### config.mk
export PLATFORM = sky130hd
export DESIGN_NAME = punti_loader
export DESIGN_NICKNAME = d
export VERILOG_FILES = /design/src/rtl/punti_pkg.sv /design/src/rtl/punti_table.sv /design/src/rtl/punti_loader.sv
export SDC_FILE = /design/constraint.sdc
export NUM_CORES = 1
export LEC_CHECK = 0
export CORE_UTILIZATION = 60
export CTS_CLUSTER_SIZE = 16
export DETAILED_ROUTE_END_ITERATION = 6
export GPL_ROUTABILITY_DRIVEN = 0
export PLACE_DENSITY = 0.81
export RECOVER_POWER = 25
export SLEW_MARGIN = 30
export SYNTH_ARGS = -nofsm -noshare
export SYNTH_HDL_FRONTEND = slang
export SYNTH_SLANG_ARGS = --single-unit
### constraint.sdc
create_clock -name clock -period 6.07 [get_ports clock]
set_clock_uncertainty 0.2 [all_clocks]
set_input_delay 1.214 -clock clock [delete_from_list [all_inputs] [get_ports clock]]
set_output_delay 1.214 -clock clock [all_outputs]
set_load 0.05 [all_outputs]
### src/rtl/punti_pkg.sv
// punti_pkg: shared state encoding, table depth and default timing for punti_loader.
package punti_pkg;
  localparam int DEPTH = 16;
  localparam int AW = 4;
  localparam int RUN_CYCLES_DEF = 48;
  localparam int SETTLE_CYCLES_DEF = 2;
  typedef enum logic [1:0] {
    S_FILL   = 2'd0,
    S_RUN    = 2'd1,
    S_SETTLE = 2'd2,
    S_HOLD   = 2'd3
  } state_t;
endpackage

### src/rtl/punti_table.sv
// punti_table: 16x8 register file, one sync write port, one async read port, async active-low clear.
module punti_table
  import punti_pkg::*;
(
  input  logic          clock,
  input  logic          reset_n,
  input  logic          we,
  input  logic [AW-1:0] waddr,
  input  logic [7:0]    wdata,
  input  logic [AW-1:0] raddr,
  output logic [7:0]    rdata
);
  logic [7:0] mem [DEPTH];
  always_ff @(posedge clock or negedge reset_n)
    if (!reset_n) mem <= '{default: '0};
    else if (we) mem[waddr] <= wdata;
  assign rdata = mem[raddr];
endmodule

### src/rtl/punti_loader.sv
// punti_loader: loads 16 point bytes, runs the line-count stage, captures and holds its count.
// Optional byte checksum enabled by defining PUNTI_LOADER_CHECKSUM_EN.
module punti_loader
  import punti_pkg::*;
#(
  parameter int RUN_CYCLES    = RUN_CYCLES_DEF,
  parameter int SETTLE_CYCLES = SETTLE_CYCLES_DEF
) (
  input  logic          clock,
  input  logic          reset_n,
  input  logic          in_valid,
  input  logic [7:0]    in_data,
  output logic          in_ready,
  input  logic [AW-1:0] mar,
  output logic [7:0]    mem_mar,
  output logic          START,
  input  logic [7:0]    PUNTI_RETTA,
  output logic [7:0]    result,
  output logic          result_valid,
  input  logic          result_ack,
  output logic [7:0]    checksum
);
  localparam int CMAX = RUN_CYCLES > SETTLE_CYCLES ? RUN_CYCLES : SETTLE_CYCLES;
  localparam int CW = $clog2(CMAX + 1);
  state_t        state;
  logic [AW-1:0] wr_ptr;
  logic [CW-1:0] cnt;
  logic          fire;
  assign in_ready = state == S_FILL;
  assign START    = state == S_RUN;
  assign fire     = in_valid && in_ready;
  punti_table u_table (
    .clock  (clock),
    .reset_n(reset_n),
    .we     (fire),
    .waddr  (wr_ptr),
    .wdata  (in_data),
    .raddr  (mar),
    .rdata  (mem_mar)
  );
  // settle compares against SETTLE_CYCLES (not -1) so capture lands 1+RUN+SETTLE cycles after the last byte
  always_ff @(posedge clock or negedge reset_n)
    if (!reset_n) begin
      state        <= S_FILL;
      wr_ptr       <= '0;
      cnt          <= '0;
      result       <= '0;
      result_valid <= 1'b0;
    end else begin
      case (state)
        S_FILL:
          if (fire) begin
            wr_ptr <= wr_ptr + 1'b1;
            if (wr_ptr == AW'(DEPTH - 1)) begin
              state <= S_RUN;
              cnt   <= '0;
            end
          end
        S_RUN:
          if (cnt == CW'(RUN_CYCLES - 1)) begin
            state <= S_SETTLE;
            cnt   <= '0;
          end else cnt <= cnt + 1'b1;
        S_SETTLE:
          if (cnt == CW'(SETTLE_CYCLES)) begin
            result       <= PUNTI_RETTA;
            result_valid <= 1'b1;
            state        <= S_HOLD;
            cnt          <= '0;
          end else cnt <= cnt + 1'b1;
        S_HOLD:
          if (result_ack) begin
            result_valid <= 1'b0;
            state        <= S_FILL;
          end
        default: state <= S_FILL;
      endcase
    end
`ifdef PUNTI_LOADER_CHECKSUM_EN
  logic [7:0] csum;
  always_ff @(posedge clock or negedge reset_n)
    if (!reset_n) csum <= '0;
    else if (state == S_HOLD && result_ack) csum <= '0;
    else if (fire) csum <= csum ^ in_data;
  assign checksum = csum;
`else
  assign checksum = '0;
`endif
endmodule
==> qor.yml, run 1 <==
synthesis:
  synth_edf_count: 0
  synth_area_leader_cell: "dfrtp_1"
  synth_area_um2: 6930
  yosysWarningCount: 0
  synth-async-reset-ratio_pct: 100.0
  syn-mean-instance-area_um2: 15.37
  synthCells: 451
  synth_top_flop_cell: "dfrtp_1"
  synthDistinctLibCells: 36
  ys_ff_latch: 149
  yosysSeqAreaShare_pct: 53.80
  yosysTopAreaCellShare_pct: 53.80
  synth.area.top_cells: "dfrtp_1 54%, mux2_2 22%, mux4_2 13%"
final_layout:
  final_core_util_pct: 73.54
  drive_gt1_share_pct: 44.75
  final_cell_mix: "149 x dfrtp_1, 136 x mux2_2, 40 x mux4_2, 40 x clkdlybuf4s50_1"
  stdcell_area_um2: 8112
  nets: 528
  num-fill-cells: 685
  syn_to_final_growth_pct: 17.04
  layout_commonest_cell: "dfrtp_1"
sta:
  final.setup.tns_ns: 0
  relSlewSlack_pct: 32.40
  grt_setup_unrepaired: "no"
  worst_pin_slew_ns: 1.010
  drv_slew: 0
  fin_crit_ns: 5.159
  fin_crit_sh_pct: 85.00
  hold_viol_final: 0
  finalSetupViolCount: 0
  setup_ws_ns: 0.9106
  max_freq_ghz: 0.1938
worst_setup_path:
  critPathSlowestCell: "clkdlybuf4s50_1"
  critical_path.max_fanout: 32
  path_cells: "clkdlybuf4s50_1 > buf_4 > mux4_2 > mux4_2 > clkdlybuf4s50_1"
  reg2reg_depth: 6
  cp_slowest_stage_delay_ns: 0.72
  cp-end-kind: "output pin"
  worstPathArrival_ns: 3.75
  critPathKind: "in2out"
  critPathLaunchType: "input port"
  critPathRequiredTime_ns: 4.66
placement:
  numPortBuffers: 42
  placed_area_um2: 7463
  pre_cts_slack_ns: 0.9362
  place_hpwl_mm: 8.854
status:
  run_status: "finished, final reports clean"
clock_tree:
  post-cts-setup-buffers: 0
  h-tree-depth: 4
  path_clk_slew_ns: 0.06
  clock_latency_ns: 0.42
  hold_buffers: 0
  cts.sinks: 149
  cts_max_path_buffers: 2
  numCtsBuffers: 17
  tritoncts: "built"
  cts-resized-gates: 0
  cts_root_buf: "clkbuf_16"
flow_run:
  maxCapViolCount: 0
route:
  postRouteAntennaNets: 0
  drt_iter0_drc: 253
  first_pass_iters: 4
  wl_per_cell_um: 22.84
  vias_per_cell: 6.231
  wl_mm: 14.76
  drt_drc_violations_left: 0
  via_count: 4025
worst_hold_path:
  hold_path_class: "reg2reg"
  worstHoldPathCells: 1
grt:
  gr-usage-all-layers_pct: 27.56
  antenna_found_initial: 1
  grt_max_degree: 93
  grt_remaining_overflow: 0
  grt_pass1_wl_mm: 23.22
  grt_pass1_vias: 4169
floorplan:
  io_pins: 51
  coreArea_um2: 11030
  die_w_um: 109.5
  start_util_pct: 62.83
  rows: 38
  dieArea_um2: 11980
  die_y_um: 109.5
power:
  p_leak_nw: 3.815
  powerDensity_nw_per_um2: 275.5
  p_total_mw: 2.235
  peakVddDrop_uv: 239.2
-- path summary, 6_finish.rpt --
kind / startpoint / slack, ns / to
max: mar[1] / 0.91 / mem_mar[3]
min in group asynchronous: reset_n / 0.66 / u_table.mem[94]
min: u_table.mem[109] / 0.30 / u_table.mem[109]
max reg2reg: state[0] / 3.04 / u_table.mem[66]
min reg2reg: u_table.mem[109] / 0.30 / u_table.mem[109]
max in group asynchronous: reset_n / 3.79 / u_table.mem[59]
-- synthesized netlist by cell type, types with 2 or more instances --
cell type	count
ha_1	11
dfrtp_1	149
nand4_1	2
mux4_2	40
nor3_2	2
and2_1	2
buf_2	4
nor2_1	16
nand3_1	5
buf_1	2
nand2_1	17
mux2_2	136
xnor2_1	3
a2111oi_0	2
inv_1	8
o211ai_1	3
clkbuf_1	15
o21ai_0	6
buf_4	8
nand2b_1	4
-- where the power goes --
group / total (mW) / internal (mW) / switching (mW)
Combinational: 0.101 / 0.0316 / 0.0694
Sequential: 0.998 / 0.996 / 0.00137
Clock: 1.14 / 0.745 / 0.391
-- routing by layer --
layer | vias up | part of all wire (%) | track usage (%)
li1 | 1744 | - | -
met1 | 2138 | 42 | 35.73
met2 | 115 | 51 | 45.24
met3 | 28 | 4.0 | 5.928
met4 | 0 | 2.5 | 11.81
met5 | - | 0 | 0
-- cells by family after synthesis --
| logic type | after synthesis | share of synthesized area, % |
|---|---|---|
| DFF | 149 | 53.80 |
| AOI/OAI and AO/OA | 20 | 2.167 |
| other | 1 | 0.05411 |
| and+or+nand+nor | 52 | 3.647 |
| muxes | 178 | 35.46 |
| adders and majority gates | 11 | 1.986 |
| buffers and inverters | 37 | 2.510 |
| xor gates and xnor gates | 3 | 0.3792 |
-- layout make-up --
class,instances,area [um^2],share of cell area (%)
antenna,1,2.502,0.03085
clock buffer,21,460.4,5.676
clock inverter,10,177.7,2.190
inverter,8,30.03,0.3702
multi-input combinational,272,3085,38.04
sequential,149,3729,45.97
tap,140,175.2,2.159
timing repair buffer,45,451.7,5.568
-- stage by stage --
step / instances / hold WS, ns
after floorplan: 458 / 0.2741
after global placement: 614 / 0.2821
after detailed placement: 614 / 0.2900
after CTS: 645 / 0.3030
after global routing: 645 / 0.3099
final: 646 / 0.3009
-- sequential cells by signal, summed over array words and instances (netlist names) --
name	flops
state	2
cnt	6
u_table.mem	128
result	8
wr_ptr	4
result_valid	1
-- critical path: cells and delay by family --
kind                   cells  cell delay, ns
muxes                      2            0.91
buffers and inverters      3            1.61
Power figures use the tool's default switching activity.
==> run 2: changes to the inputs <==
--- a/config.mk
+++ b/config.mk
@@ -5,11 +5,11 @@
 export SDC_FILE = /design/constraint.sdc
 export NUM_CORES = 1
 export LEC_CHECK = 0
-export CORE_UTILIZATION = 60
+export CORE_UTILIZATION = 53
 export CTS_CLUSTER_SIZE = 16
 export DETAILED_ROUTE_END_ITERATION = 6
 export GPL_ROUTABILITY_DRIVEN = 0
-export PLACE_DENSITY = 0.81
+export PLACE_DENSITY = 0.76
 export RECOVER_POWER = 25
 export SLEW_MARGIN = 30
 export SYNTH_ARGS = -nofsm -noshare
==> constraint.sdc (replaced) <==
create_clock -name clock -period 4.4 [get_ports clock]
set_clock_uncertainty 0.2 [all_clocks]
set_input_delay 0.88 -clock clock [delete_from_list [all_inputs] [get_ports clock]]
set_output_delay 0.88 -clock clock [all_outputs]
set_load 0.05 [all_outputs]
==> run 2 against run 1 <==
The run now ends with max-capacitance violations, max-slew violations left. Cell area rose by 0.39%. Non-clock buffer count increased by 13. Total power is 30% higher. Sequential power rose by 38%. Sequential cell count unchanged. Wire length down 1.0%. Register-to-register slack lost 1.6 ns. Final cell count rose by 6.8%. Die area rose by 13%. Largest cell class unchanged.
==> qor.yml, run 2 (synthesis gave the netlist of run 1 again) <==
status:
  run_status: "finished with violations"
  failed_checks: "max-capacitance violations, max-slew violations"
final_layout:
  largest-register: "u_table.mem"
  stdcell_area_um2: 8143  # +0.39%
  layoutNonFillerInstCount: 690  # +6.8%
  final_cell_mix: "149 x dfrtp_1, 136 x mux2_2, 40 x mux4_2"
  largest_register_ff_count: 128  # unchanged
  drive_gt1_share_pct: 45.17  # +0.42 points
  antenna_cells: 0  # -1
  nets: 541  # +2.5%
  final_core_util_pct: 64.26  # -9.3 points
  top_regs: "u_table.mem: 128 flops, result: 8 flops, cnt: 6 flops"
  syn_to_final_growth_pct: 17.49
  layout_commonest_cell: "dfrtp_1"
grt:
  use_met2_pct: 40.63  # -4.6 points
  grt_max_degree: 76  # -18%
  grt_remaining_overflow: 0  # unchanged
  antenna_found_initial: 1  # unchanged
  grt-busiest-layer: "met2"
  grt_pass1_wl_mm: 23.32  # +0.45%
  gr-usage-all-layers_pct: 24.32  # -3.2 points
  met3_usage_pct: 5.656  # -0.27 points
  gr-usage-met1_pct: 30.52  # -5.2 points
  grt_pass1_vias: 4224  # +1.3%
route:
  wl_per_cell_um: 21.17  # -7.3%
  postRouteAntennaNets: 0  # unchanged
  wl_mm: 14.61  # -1.0%
  first_pass_iters: 4  # unchanged
  via_count: 3994  # -0.77%
  vias_per_cell: 5.788  # -7.1%
  drt_iter0_drc: 195  # -23%
  drt_drc_violations_left: 0  # unchanged
floorplan:
  io_pins: 51  # unchanged
  dieArea_um2: 13540  # +13%
  die_w_um: 116.4  # +6.3%
  rows: 41  # +7.9%
  coreArea_um2: 12670  # +15%
  die_y_um: 116.4  # +6.3%
  start_util_pct: 54.70  # -8.1 points
sta:
  max_freq_ghz: 0.2627
  finalSetupViolCount: 0  # unchanged
  worst_pin_slew_ns: 1.902  # +0.8915 ns
  fin_crit_ns: 3.806
  relSlewSlack_pct: -26.78  # -59 points
  grt_setup_unrepaired: "no"
  fin_crit_sh_pct: 86.51
  hold_viol_final: 0  # unchanged
  drv_slew: 75  # +75
  final.setup.tns_ns: 0  # unchanged
power:
  p_total_mw: 2.901  # +30%
  p_leak_nw: 3.877  # +1.6%
  peakVddDrop_uv: 248.4  # +3.9%
  powerDensity_nw_per_um2: 356.3  # +29%
worst_hold_path:
  hold_path_class: "reg2reg"
flow_run:
  maxCapViolCount: 1  # +1
clock_tree:
  cts_max_path_buffers: 2  # unchanged
  cts-resized-gates: 0  # unchanged
  post-cts-setup-buffers: 0  # unchanged
  tritoncts: "built"
  h-tree-depth: 4  # unchanged
  cts.sinks: 149  # unchanged
  numCtsBuffers: 17  # unchanged
  hold_buffers: 0  # unchanged
  cts_root_buf: "clkbuf_16"
  path_clk_slew_ns: 0.05  # about the same
  clock_latency_ns: 0.42  # about the same
worst_setup_path:
  critPathLaunchType: "input port"
  worstPathArrival_ns: 2.73  # -1.02 ns
  critPathKind: "in2out"
  critical_path.max_fanout: 32  # unchanged
  critPathRequiredTime_ns: 3.32  # -1.34 ns
  cp-end-kind: "output pin"
placement:
  placed_area_um2: 7582  # +1.6%
  dp.cells: 659  # +7.3%
  numPortBuffers: 42  # unchanged
  place_hpwl_mm: 9.339  # +5.5%
[run 2: cell count changes in the layout (fill, tap and decap cells not counted), sizes merged]
cell	delta
clkbuf	+8
clkdlybuf4s50	-8
buf	+20
clkinv	-2
diode	-1
clkinvlp	-1
bufinv	-4
[run 2: critical path: stages]
cell and delay (ns):
clkdlybuf4s50_1 0.52, buf_12 0.23, mux4_2 0.34, mux4_2 0.52
buf_4 0.22
[run 2: area by class of cell]
type                    count  area (um^2)
flip-flops and latches    149         3729
clock buffers              28        526.8
repair buffers             58        548.0
fillers                   913         4528
multi-input cells         272         3054
inverters                   8        30.03
clock inverters             3        40.04
well taps                 172        215.2
[run 2: metrics by stage]
step	setup slack, ns	hold slack (ns)
after floorplan	0.7680	0.2741
after global placement	0.6379	0.2828
after detailed placement	0.6027	0.2902
after CTS	0.5981	0.2955
after global routing	0.5727	0.3184
final	0.5936	0.2983
[run 2: where the power goes]
part	switching (mW)	internal (mW)
logic	0.0940	0.0461
clock network	0.521	0.864
registers	0.00168	1.37
[run 2: per-layer routing]
layer / wire length, um / vias up
met1: 6160 / 2128
met2: 7625 / 80
li1: - / 1764
met5: 16 / -
met4: 275 / 2
met3: 531 / 20
[run 2: path summary, 6_finish.rpt]
check                            startpoint               end  slack, ns  depth (start not counted)
max                                  mar[1]        mem_mar[7]       0.59                          5
min in group asynchronous           reset_n         result[0]       0.76                          1
min                        u_table.mem[105]  u_table.mem[105]       0.30                          1
min reg2reg                u_table.mem[105]  u_table.mem[105]       0.30                          1
max reg2reg                        state[1]   u_table.mem[84]       1.48                          7
max in group asynchronous           reset_n   u_table.mem[26]       2.06                          2
==> run 3: changes to the inputs <==
--- a/config.mk
+++ b/config.mk
@@ -11,6 +11,7 @@
 export GPL_ROUTABILITY_DRIVEN = 0
 export PLACE_DENSITY = 0.76
 export RECOVER_POWER = 25
+export SKIP_CTS_REPAIR_TIMING = 1
 export SLEW_MARGIN = 30
 export SYNTH_ARGS = -nofsm -noshare
 export SYNTH_HDL_FRONTEND = slang
==> results of run 3 <==
The final DEF is identical to that of run 2; final timing and power are the same.
